<file path="config.mk">
export PLATFORM = sky130hd
export DESIGN_NAME = pc_unit
export DESIGN_NICKNAME = d
export VERILOG_FILES = /design/src/rtl/pc_pkg.sv /design/src/rtl/pc_ras.sv /design/src/rtl/pc_unit.sv
export SDC_FILE = /design/constraint.sdc
export NUM_CORES = 1
export LEC_CHECK = 0
export CORE_MARGIN = 2
export CORE_UTILIZATION = 46
export DETAILED_ROUTE_END_ITERATION = 7
export HOLD_SLACK_MARGIN = 0.1
export PLACE_DENSITY = 0.8
export REMOVE_ABC_BUFFERS = 1
export SKIP_LAST_GASP = 1
export SYNTH_ARGS = -nofsm -noshare
export SYNTH_HDL_FRONTEND = slang
export SYNTH_SLANG_ARGS = --single-unit
</file>
<file path="constraint.sdc">
create_clock -name clk -period 3.8 [get_ports clk]
set_clock_uncertainty 0.15 [all_clocks]
set_input_delay 0.95 -clock clk [delete_from_list [all_inputs] [get_ports clk]]
set_output_delay 0.95 -clock clk [all_outputs]
set_load 0.02 [all_outputs]
</file>
<file path="src/rtl/pc_pkg.sv">
// pc_pkg: shared definitions for the fetch PC unit.
//   RESET_VEC_DEFAULT / EXC_VEC_DEFAULT : default reset and exception vectors
//   redirect_src_e                      : which source drives the next PC
//   jump_target()                       : J/JAL target from the Decode PC and the jump index
package pc_pkg;

  localparam logic [31:0] RESET_VEC_DEFAULT = 32'h0000_3000;
  localparam logic [31:0] EXC_VEC_DEFAULT   = 32'h0000_4180;

  // Listed in decreasing priority order.
  typedef enum logic [2:0] {
    EXC,
    ERET,
    HOLD,
    JR,
    JUMP,
    BR,
    SEQ
  } redirect_src_e;

  // The region bits come from pc_D+4, so a jump in the last slot of a
  // 256 MB region lands in the next region.
  function automatic logic [31:0] jump_target(input logic [31:0] pc_dec,
                                              input logic [25:0] index);
    logic [31:0] pc_plus4;
    pc_plus4 = pc_dec + 32'd4;
    return {pc_plus4[31:28], index, 2'b00};
  endfunction

endpackage

</file>
<file path="src/rtl/pc_ras.sv">
// pc_ras: circular return-address stack.
//   clk, rst_n   : clock, asynchronous active-low reset (clears count/pointer only)
//   push_i       : push push_data_i
//   pop_i        : pop the top entry (no-op when empty)
//   push_data_i  : return address to push
//   top_o        : top entry, 0 when empty
//   valid_o      : stack non-empty
// A push to a full stack overwrites the oldest entry; push and pop together
// replace the top entry (or create one if the stack was empty).
module pc_ras #(
  parameter int RAS_DEPTH = 4
) (
  input  logic        clk,
  input  logic        rst_n,
  input  logic        push_i,
  input  logic        pop_i,
  input  logic [31:0] push_data_i,
  output logic [31:0] top_o,
  output logic        valid_o
);

  localparam int PW = $clog2(RAS_DEPTH);
  localparam int CW = PW + 1;

  logic [31:0]   mem_q [RAS_DEPTH];
  logic [PW-1:0] ptr_q, ptr_d;     // next free slot; top is ptr_q-1
  logic [CW-1:0] cnt_q, cnt_d;
  logic [PW-1:0] top_idx;
  logic          wr_en;
  logic [PW-1:0] wr_idx;

  assign top_idx = ptr_q - PW'(1);
  assign valid_o = (cnt_q != '0);
  assign top_o   = valid_o ? mem_q[top_idx] : 32'h0;

  always_comb begin
    ptr_d  = ptr_q;
    cnt_d  = cnt_q;
    wr_en  = 1'b0;
    wr_idx = ptr_q;
    if (push_i && pop_i) begin
      wr_en = 1'b1;
      if (cnt_q == '0) begin
        wr_idx = ptr_q;
        ptr_d  = ptr_q + PW'(1);
        cnt_d  = CW'(1);
      end else begin
        wr_idx = top_idx;
      end
    end else if (push_i) begin
      wr_en  = 1'b1;
      wr_idx = ptr_q;
      ptr_d  = ptr_q + PW'(1);
      if (cnt_q != CW'(RAS_DEPTH)) begin
        cnt_d = cnt_q + CW'(1);
      end
    end else if (pop_i && (cnt_q != '0)) begin
      ptr_d = top_idx;
      cnt_d = cnt_q - CW'(1);
    end
  end

  always_ff @(posedge clk or negedge rst_n) begin
    if (!rst_n) begin
      ptr_q <= '0;
      cnt_q <= '0;
    end else begin
      ptr_q <= ptr_d;
      cnt_q <= cnt_d;
    end
  end

  // Entry storage is never reset; reads are masked by the count.
  always_ff @(posedge clk) begin
    if (wr_en) begin
      mem_q[wr_idx] <= push_data_i;
    end
  end

endmodule

</file>
<file path="src/rtl/pc_unit.sv">
// pc_unit: fetch program counter with next-PC selection and return-address
// prediction.
//   clk, rst_n            : clock, asynchronous active-low reset
//   stall                 : hold PC and freeze the RAS
//   pc_D, ins_D, imm_D    : Decode-stage PC, instruction, sign-extended offset
//   rdata1_D              : forwarded rs value (jr target)
//   br_taken_D, j_D, jal_D, jr_D, jr_ra_D : resolved control flow in Decode
//   exc_req, eret_D, epc  : exception redirect / return
//   pc_F, pc4_F           : fetch PC and fetch PC + 4
//   misalign_F            : fetch PC not word aligned
//   ras_valid, ras_top    : RAS non-empty / predicted return address
//   ras_mispred           : registered pulse, jr $31 target differed from the prediction
//   mispred_cnt           : saturating count of those pulses
module pc_unit
  import pc_pkg::*;
#(
  parameter logic [31:0] RESET_VEC = RESET_VEC_DEFAULT,
  parameter logic [31:0] EXC_VEC   = EXC_VEC_DEFAULT,
  parameter int          RAS_DEPTH = 4
) (
  input  logic        clk,
  input  logic        rst_n,
  input  logic        stall,
  input  logic [31:0] pc_D,
  input  logic [31:0] ins_D,
  input  logic [31:0] imm_D,
  input  logic [31:0] rdata1_D,
  input  logic        br_taken_D,
  input  logic        j_D,
  input  logic        jal_D,
  input  logic        jr_D,
  input  logic        jr_ra_D,
  input  logic        exc_req,
  input  logic        eret_D,
  input  logic [31:0] epc,
  output logic [31:0] pc_F,
  output logic [31:0] pc4_F,
  output logic        misalign_F,
  output logic        ras_valid,
  output logic [31:0] ras_top,
  output logic        ras_mispred,
  output logic [15:0] mispred_cnt
);

  logic [31:0]   pc_q, pc_d;
  logic          mispred_q, mispred_d;
  logic [15:0]   mispred_cnt_q, mispred_cnt_d;
  redirect_src_e src;
  logic          accepted;
  logic          ras_push, ras_pop;
  logic          unused_ins_hi;

  assign unused_ins_hi = ^ins_D[31:26];

  assign pc_F        = pc_q;
  assign pc4_F       = pc_q + 32'd4;
  assign misalign_F  = |pc_q[1:0];
  assign ras_mispred = mispred_q;
  assign mispred_cnt = mispred_cnt_q;

  // eret also redirects away from the Decode instruction, so it must not
  // touch the stack either.
  assign accepted = !stall && !exc_req && !eret_D;
  assign ras_push = accepted && jal_D;
  assign ras_pop  = accepted && jr_D && jr_ra_D;

  always_comb begin
    if (exc_req)           src = EXC;
    else if (eret_D)       src = ERET;
    else if (stall)        src = HOLD;
    else if (jr_D)         src = JR;
    else if (j_D || jal_D) src = JUMP;
    else if (br_taken_D)   src = BR;
    else                   src = SEQ;
  end

  always_comb begin
    case (src)
      EXC:     pc_d = EXC_VEC;
      ERET:    pc_d = epc;
      HOLD:    pc_d = pc_q;
      JR:      pc_d = rdata1_D;
      JUMP:    pc_d = jump_target(pc_D, ins_D[25:0]);
      BR:      pc_d = pc_D + 32'd4 + {imm_D[29:0], 2'b00};
      default: pc_d = pc_q + 32'd4;
    endcase
  end

  // Prediction is judged against the stack state before this cycle's pop.
  assign mispred_d     = ras_pop && (!ras_valid || (ras_top != rdata1_D));
  assign mispred_cnt_d = (mispred_d && (mispred_cnt_q != 16'hFFFF))
                         ? mispred_cnt_q + 16'd1 : mispred_cnt_q;

  always_ff @(posedge clk or negedge rst_n) begin
    if (!rst_n) begin
      pc_q          <= RESET_VEC;
      mispred_q     <= 1'b0;
      mispred_cnt_q <= 16'h0;
    end else begin
      pc_q          <= pc_d;
      mispred_q     <= mispred_d;
      mispred_cnt_q <= mispred_cnt_d;
    end
  end

  pc_ras #(
    .RAS_DEPTH(RAS_DEPTH)
  ) u_ras (
    .clk        (clk),
    .rst_n      (rst_n),
    .push_i     (ras_push),
    .pop_i      (ras_pop),
    .push_data_i(pc_D + 32'd8),
    .top_o      (ras_top),
    .valid_o    (ras_valid)
  );

endmodule
</file>
# After elaboration in Yosys (flattened, before gate mapping)
# Memories as Yosys holds them, arrays and structs flattened.
# Cells that the tools add are included.
# Widths: inputs -> output; s select.
# word_totals
romBits,0
n_memories,1
elab_cells,70
latchBits,0
inputBits,170
ff_bits,54
mem_bits_rw,128
# op_classes
n_mul,0
n_eq_ne,10
add_sub_neg,9
mux,23
n_reduce_logical,22
bitwise_logic,0
n_shift,0
magnitude_cmp,0
div,0
# mem_list
name,words,width,rd,rd_ports_with_merged_regs,wr,line_no,text
u_ras.mem_q,4,32,1,0,1,pc_ras.sv:25,logic [31:0] mem_q [RAS_DEPTH];
# op_table
cell,n
$pmux 32 s6,1
$add 32x3->32 const B,2
$add 32x32->32,1
$add 32x4->32 const B,1
$mux 32,1
$ne 32x32->1,1
$mux 3,9
$add 16x1->16 const B,1
$mux 2,8
$ne 16x16->1 const B,1
$logic_and 1x1->1,9
$eq 3x2->1 const B,2
$eq 3x3->1 const B,2
$logic_not 3->1,2
$ne 3x3->1 const B,2
$reduce_bool 3->1,2
$logic_not 1->1,4
$mux 1,4
$add 3x1->3 const B,1
$eq 3x1->1 const B,1
$reduce_and 3->1,1
$sub 3x1->3 const B,1
$add 2x1->2 const B,1
$logic_or 1x1->1,2
4 further kinds,4

# Longest topological paths before layout
# logic_depth
depth_word,9
ltp_mapped,21
depth_no_buf,18

# Modules after synthesis
# Synthesis repeated with hierarchy kept, for this count alone.
# hier_totals
hier_cells,1074
area_unflattened_um2,11758.8
# modules_own_cells
mod,instances,cells_per_inst,area_per_inst_um2,seq_area_each_um2
pc_unit,1,817,6452.4,1228.7
pc_ras,1,257,5306.3,3968.8

# Worst setup path before layout
# No wires, ideal clock.
# synth_path
path_type,input port to flip-flop
start,in pc_D[5]
end,reg pc_q[31] (netlist: pc_F[31])
required_ns,3.568
path_slack_ns,-1.128
setup_ns,0.082
n_path_buf,2
path_stages,18
arrival_time_ns,4.696
path_cell_list,clkbuf_1 -> and3_1 -> nand3_1 -> nor3_1 -> nand3_1 -> nor2_1 -> xor2_1 -> ha_1 -> clkbuf_1 -> nand4_1 -> nor4_1 -> nand3_1 -> or3_1 -> o221a_2 -> a21boi_1 -> nor3_1 -> or4b_1 -> a31oi_1
# synth_via
elab_chain_len,3
# synth_rtl
element,line_no,text
"start, declared",pc_unit.sv:24,"input logic [31:0] pc_D,"
$add 32x3->32 *,"pc_pkg.sv:26, pc_unit.sv:84",
$add 32x32->32,pc_unit.sv:84,"BR: pc_d = pc_D + 32'd4 + {imm_D[29:0], 2'b00};"
$pmux 32 s6 *,pc_unit.sv:78,case (src)
"end signal, assigned",pc_unit.sv:100,pc_q <= pc_d;
"end, declared",pc_unit.sv:45,"logic [31:0] pc_q, pc_d;"
# Every way passes the cells marked *; elsewhere a longest branch is shown, timed or not.
# A chain may end at the register's enable or synchronous reset.

# Worst setup path in the final report
# Ends and elaborated chain as after synthesis.

==> impl_results.md <==
* Slew @ Worst Pin at 0.7204 ns
* First-pass GRT wire length at slightly below 70000 um
* FF/Latch Area at about 5200 um^2
* Sink Count at about 180
* Avg Cell Area, Syn at just over 10 um^2
* Clock tree from TritonCTS: done
* PnR worst setup slack at -0.3991 ns
* Status: finished, violations left
* Htree depth at 4
* Tmin final at ~4.2 ns
* Clock power frac at 0.223
* Area growth syn-to-layout at 51.88%
* DP Area at ~17000 um^2
* Cts bufs inserted at 17
* Endpoints failing setup at 12
* Die Area at ~27000 um^2
* Total gr overflow at 0
* Die Ht at ~160 um
* Routability-driven placement congestion ratio at just under 1
* Clock slew at reported path FFs at ~0.08 ns
* Reg power frac at 0.293
* Sw frac at 0.3830
* Ys async rst share at 0.2967
* Crit path max fanout at 3
* Synth Instances at between 1000 and 1500
* Pwr dens at 449.6 nW/um^2
* Seq/Total Area, Yosys at 0.4365
* Prevailing post-synth register cell: edfxtp_1
* Share of post-route cells with drive strength above 1 at 0.2764
* Area of the multi-input gates at around 7000 um^2
* DRT iter0 DRCs at between 1500 and 2000
* Tcrit/Tclk final at 1.105
* Avg WL per Cell at about 24 um
* CTS hold repair buffers at 0
* CP startpoint kind: input port
* Top-area cell type share of the netlist area at 0.3228
* Psw at ~3.1 mW
* Width of the die at approximately 160 um
* Largest cells by area after synthesis: edfxtp_1 (32%), dfrtp_1 (11%), mux4_2 (6.1%)
* Final WL at roughly 47000 um
* Post-Syn Area at 11910 um^2
* Post-route cell area at approximately 18000 um^2
* RSZ-0062 raised after global routing: true
* Row count at 58
* Worst-case clock buffer depth at 2
* Diode count at 0
* DP HPWL at roughly 35000 um
* # nets final at 1859
* Yosys top cell by area: edfxtp_1
* Hold Path Class: register to register
* Fmax at roughly 240 MHz
* Clock Latency Late Sink at between 0.4 and 0.5 ns
* Lkg Pwr at just over 7 nW
* Final Hold Viols at 0
* Drt via density at between 6 and 7
* Warnings, synthesis at 0
* Failing checks: negative setup slack
* Drt first pass iters at 8
* Worst setup path class: input port to register
* Combinational share of power at 0.484
* WP data arrival at ~4.4 ns
* Critical Path RT at roughly 4 ns
* Register bit total from synthesis at around 180
* Starting Density at 0.4701
* Via count at 12388
* Drt drc at 0
* Final Max Slew Viols at 0
* Max Cap Violations at 0
* Vias in the first global route at between 10000 and 15000
* Int Power at about 5 mW
* Slew margin rel. at 0.5197
* Number of synthesized flops with an enable pin at approximately 130
* Setup crit end kind: register
* Core area at around 25000 um^2
* Filler cell count at between 1500 and 2000
* Synth unique cells at 75
* Max VDD drop at around 0.42 mV
* Initial antenna violation count at 0
* Largest net degree at the start of global routing at 37
* # port buffers at about 280
* GRT Util Overall at 0.3353
* Total I/O pin count at between 200 and 300
* Hold Slack at around 0.34 ns
* Final ANT Viol Nets at 0
* CTS root buf: clkbuf_16
==> stage by stage <==
step / TNS, ns / cells / total power [mW] / worst slack, ns / utilization
after floorplan: -42.65 / 1093 / 4.363 / -0.7575 / -
final: -1.904 / 1994 / 8.130 / -0.3991 / 0.7140
after global placement: -20.09 / 1928 / 6.087 / -1.382 / 0.6573
after global routing: -4.454 / 1994 / 8.450 / -0.6261 / 0.7140
after CTS: -0.8528 / 1977 / 7.996 / -0.4355 / 0.6970
after detailed placement: -22.79 / 1928 / 6.159 / -1.492 / 0.6573
==> metal layers <==
metal	vias to the layer above	GRT usage	routed length, um
li1	5356	-	-
met1	5906	0.4062	16930
met2	938	0.5468	21820
met3	188	0.08915	5730
met4	0	0.1818	2957
met5	-	0	0
==> sequential cells by signal, indices dropped and copies added, names as in the netlist <==
signal and flops:
u_ras.mem_q 128, u_ras.cnt_q 3, mispred_cnt 16, u_ras.ptr_q 2
ras_mispred 1, pc_F 32
==> final timing paths <==
kind	cells past startpoint	from	slack [ns]	end
hold reg to reg	1	mispred_cnt[6]	0.34	mispred_cnt[6]
min in group asynchronous	1	rst_n	0.40	mispred_cnt[10]
setup / recovery	19	pc_D[5]	-0.40	pc_F[31]
hold / removal	1	mispred_cnt[6]	0.34	mispred_cnt[6]
max in group asynchronous	2	rst_n	2.28	pc_F[19]
setup reg to reg	12	u_ras.ptr_q[0]	0.16	mispred_cnt[13]
==> cell type report <==
class,instances,area share
multi-input cells,873,0.3817
flip-flops and latches,182,0.2876
repair buffers,539,0.2667
clock buffers,17,0.02352
well taps,330,0.02283
clock inverters,15,0.009825
inverters,38,0.007888
==> kinds of logic after synthesis <==
family                     after synthesis  synth area share
and+or+nand+nor                        399            0.1678
AOI/OAI and AO/OA                      263            0.1533
DFF                                    182            0.4365
xor gates and xnor gates               134           0.09857
buffers and inverters                  102           0.03594
muxes                                   39           0.06662
adders and majority gates               38           0.04119
==> synthesized netlist by cell type, types with 7 or more instances <==
| master | instances |
|---|---|
| and3_1 | 22 |
| nand4_1 | 21 |
| nand2_1 | 90 |
| mux4_2 | 32 |
| a221oi_1 | 13 |
| o211ai_1 | 7 |
| xor2_1 | 55 |
| nor2_1 | 89 |
| o22ai_1 | 9 |
| nor4_1 | 10 |
| a21o_1 | 17 |
| clkbuf_1 | 49 |
| o21ai_0 | 27 |
| ha_1 | 36 |
| edfxtp_1 | 128 |
| nor3_1 | 19 |
| and2_1 | 30 |
| a221o_1 | 9 |
| a222oi_1 | 20 |
| a31oi_1 | 7 |
| o21ai_1 | 28 |
| nor2b_1 | 7 |
| xnor2_1 | 79 |
| o21a_1 | 9 |
| nand3_1 | 72 |
| inv_1 | 37 |
| dfrtp_1 | 52 |
| a21oi_1 | 57 |
==> cells in the final DEF, fill, tap and decap left out, types with 7 or more instances in the layout <==
| master | instances |
|---|---|
| buf_4 | 245 |
| clkdlybuf4s50_1 | 232 |
| edfxtp_1 | 128 |
| nand2_1 | 83 |
| nor2_1 | 79 |
| xnor2_1 | 69 |
| nand3_1 | 64 |
| xor2_1 | 52 |
| dfrtp_1 | 50 |
| a21oi_1 | 46 |
| inv_1 | 36 |
| mux4_2 | 32 |
| ha_1 | 31 |
| and2_1 | 29 |
| o21ai_1 | 26 |
| o21ai_0 | 24 |
| nand4_1 | 21 |
| a222oi_1 | 20 |
| a21o_1 | 17 |
| clkbuf_16 | 17 |
| and3_1 | 16 |
| dlygate4sd2_1 | 16 |
| nor3_1 | 14 |
| buf_6 | 12 |
| clkbuf_2 | 11 |
| a21oi_2 | 10 |
| a221oi_1 | 10 |
| xnor2_2 | 9 |
| o21a_1 | 9 |
| a221o_1 | 9 |
| o22ai_1 | 9 |
| buf_12 | 9 |
| nor2_2 | 8 |
| dlymetal6s2s_1 | 8 |
| nor3_2 | 7 |
| nor4_1 | 7 |
| o211ai_1 | 7 |
==> worst max-delay path, stage by stage <==
cell,delay [ns]
buf_6,0.07
and3_4,0.22
and3_4,0.22
and3_4,0.21
nand2_4,0.05
nor2_4,0.10
nand2_2,0.10
xnor2_2,0.16
ha_1,0.30
o211ai_1,0.20
nor4_4,0.34
buf_4,0.15
buf_4,0.09
nand4_1,0.15
o221a_4,0.27
a21boi_2,0.15
nor3_1,0.05
or4b_1,0.46
a31oi_1,0.17
==> power by group through the flow <==
stage | Clock (mW) | Sequential [mW] | Combinational (mW)
6_report | 1.81 | 2.38 | 3.93
5_1_grt | 1.89 | 2.40 | 4.16
4_1_cts | 1.81 | 2.38 | 3.80
3_5_place_dp | 0 | 2.42 | 3.74
3_3_place_gp | 0 | 2.42 | 3.67
2_1_floorplan | 0 | 2.58 | 1.78
==> timing repair <==
item / CTS / global route
endpoints found under the setup margin: 58 / 57
buffers inserted: 17 / 18
pin swaps: 43 / 75
resized for setup: 121 / 99
Note: power is estimated with default switching activity, not from simulation.
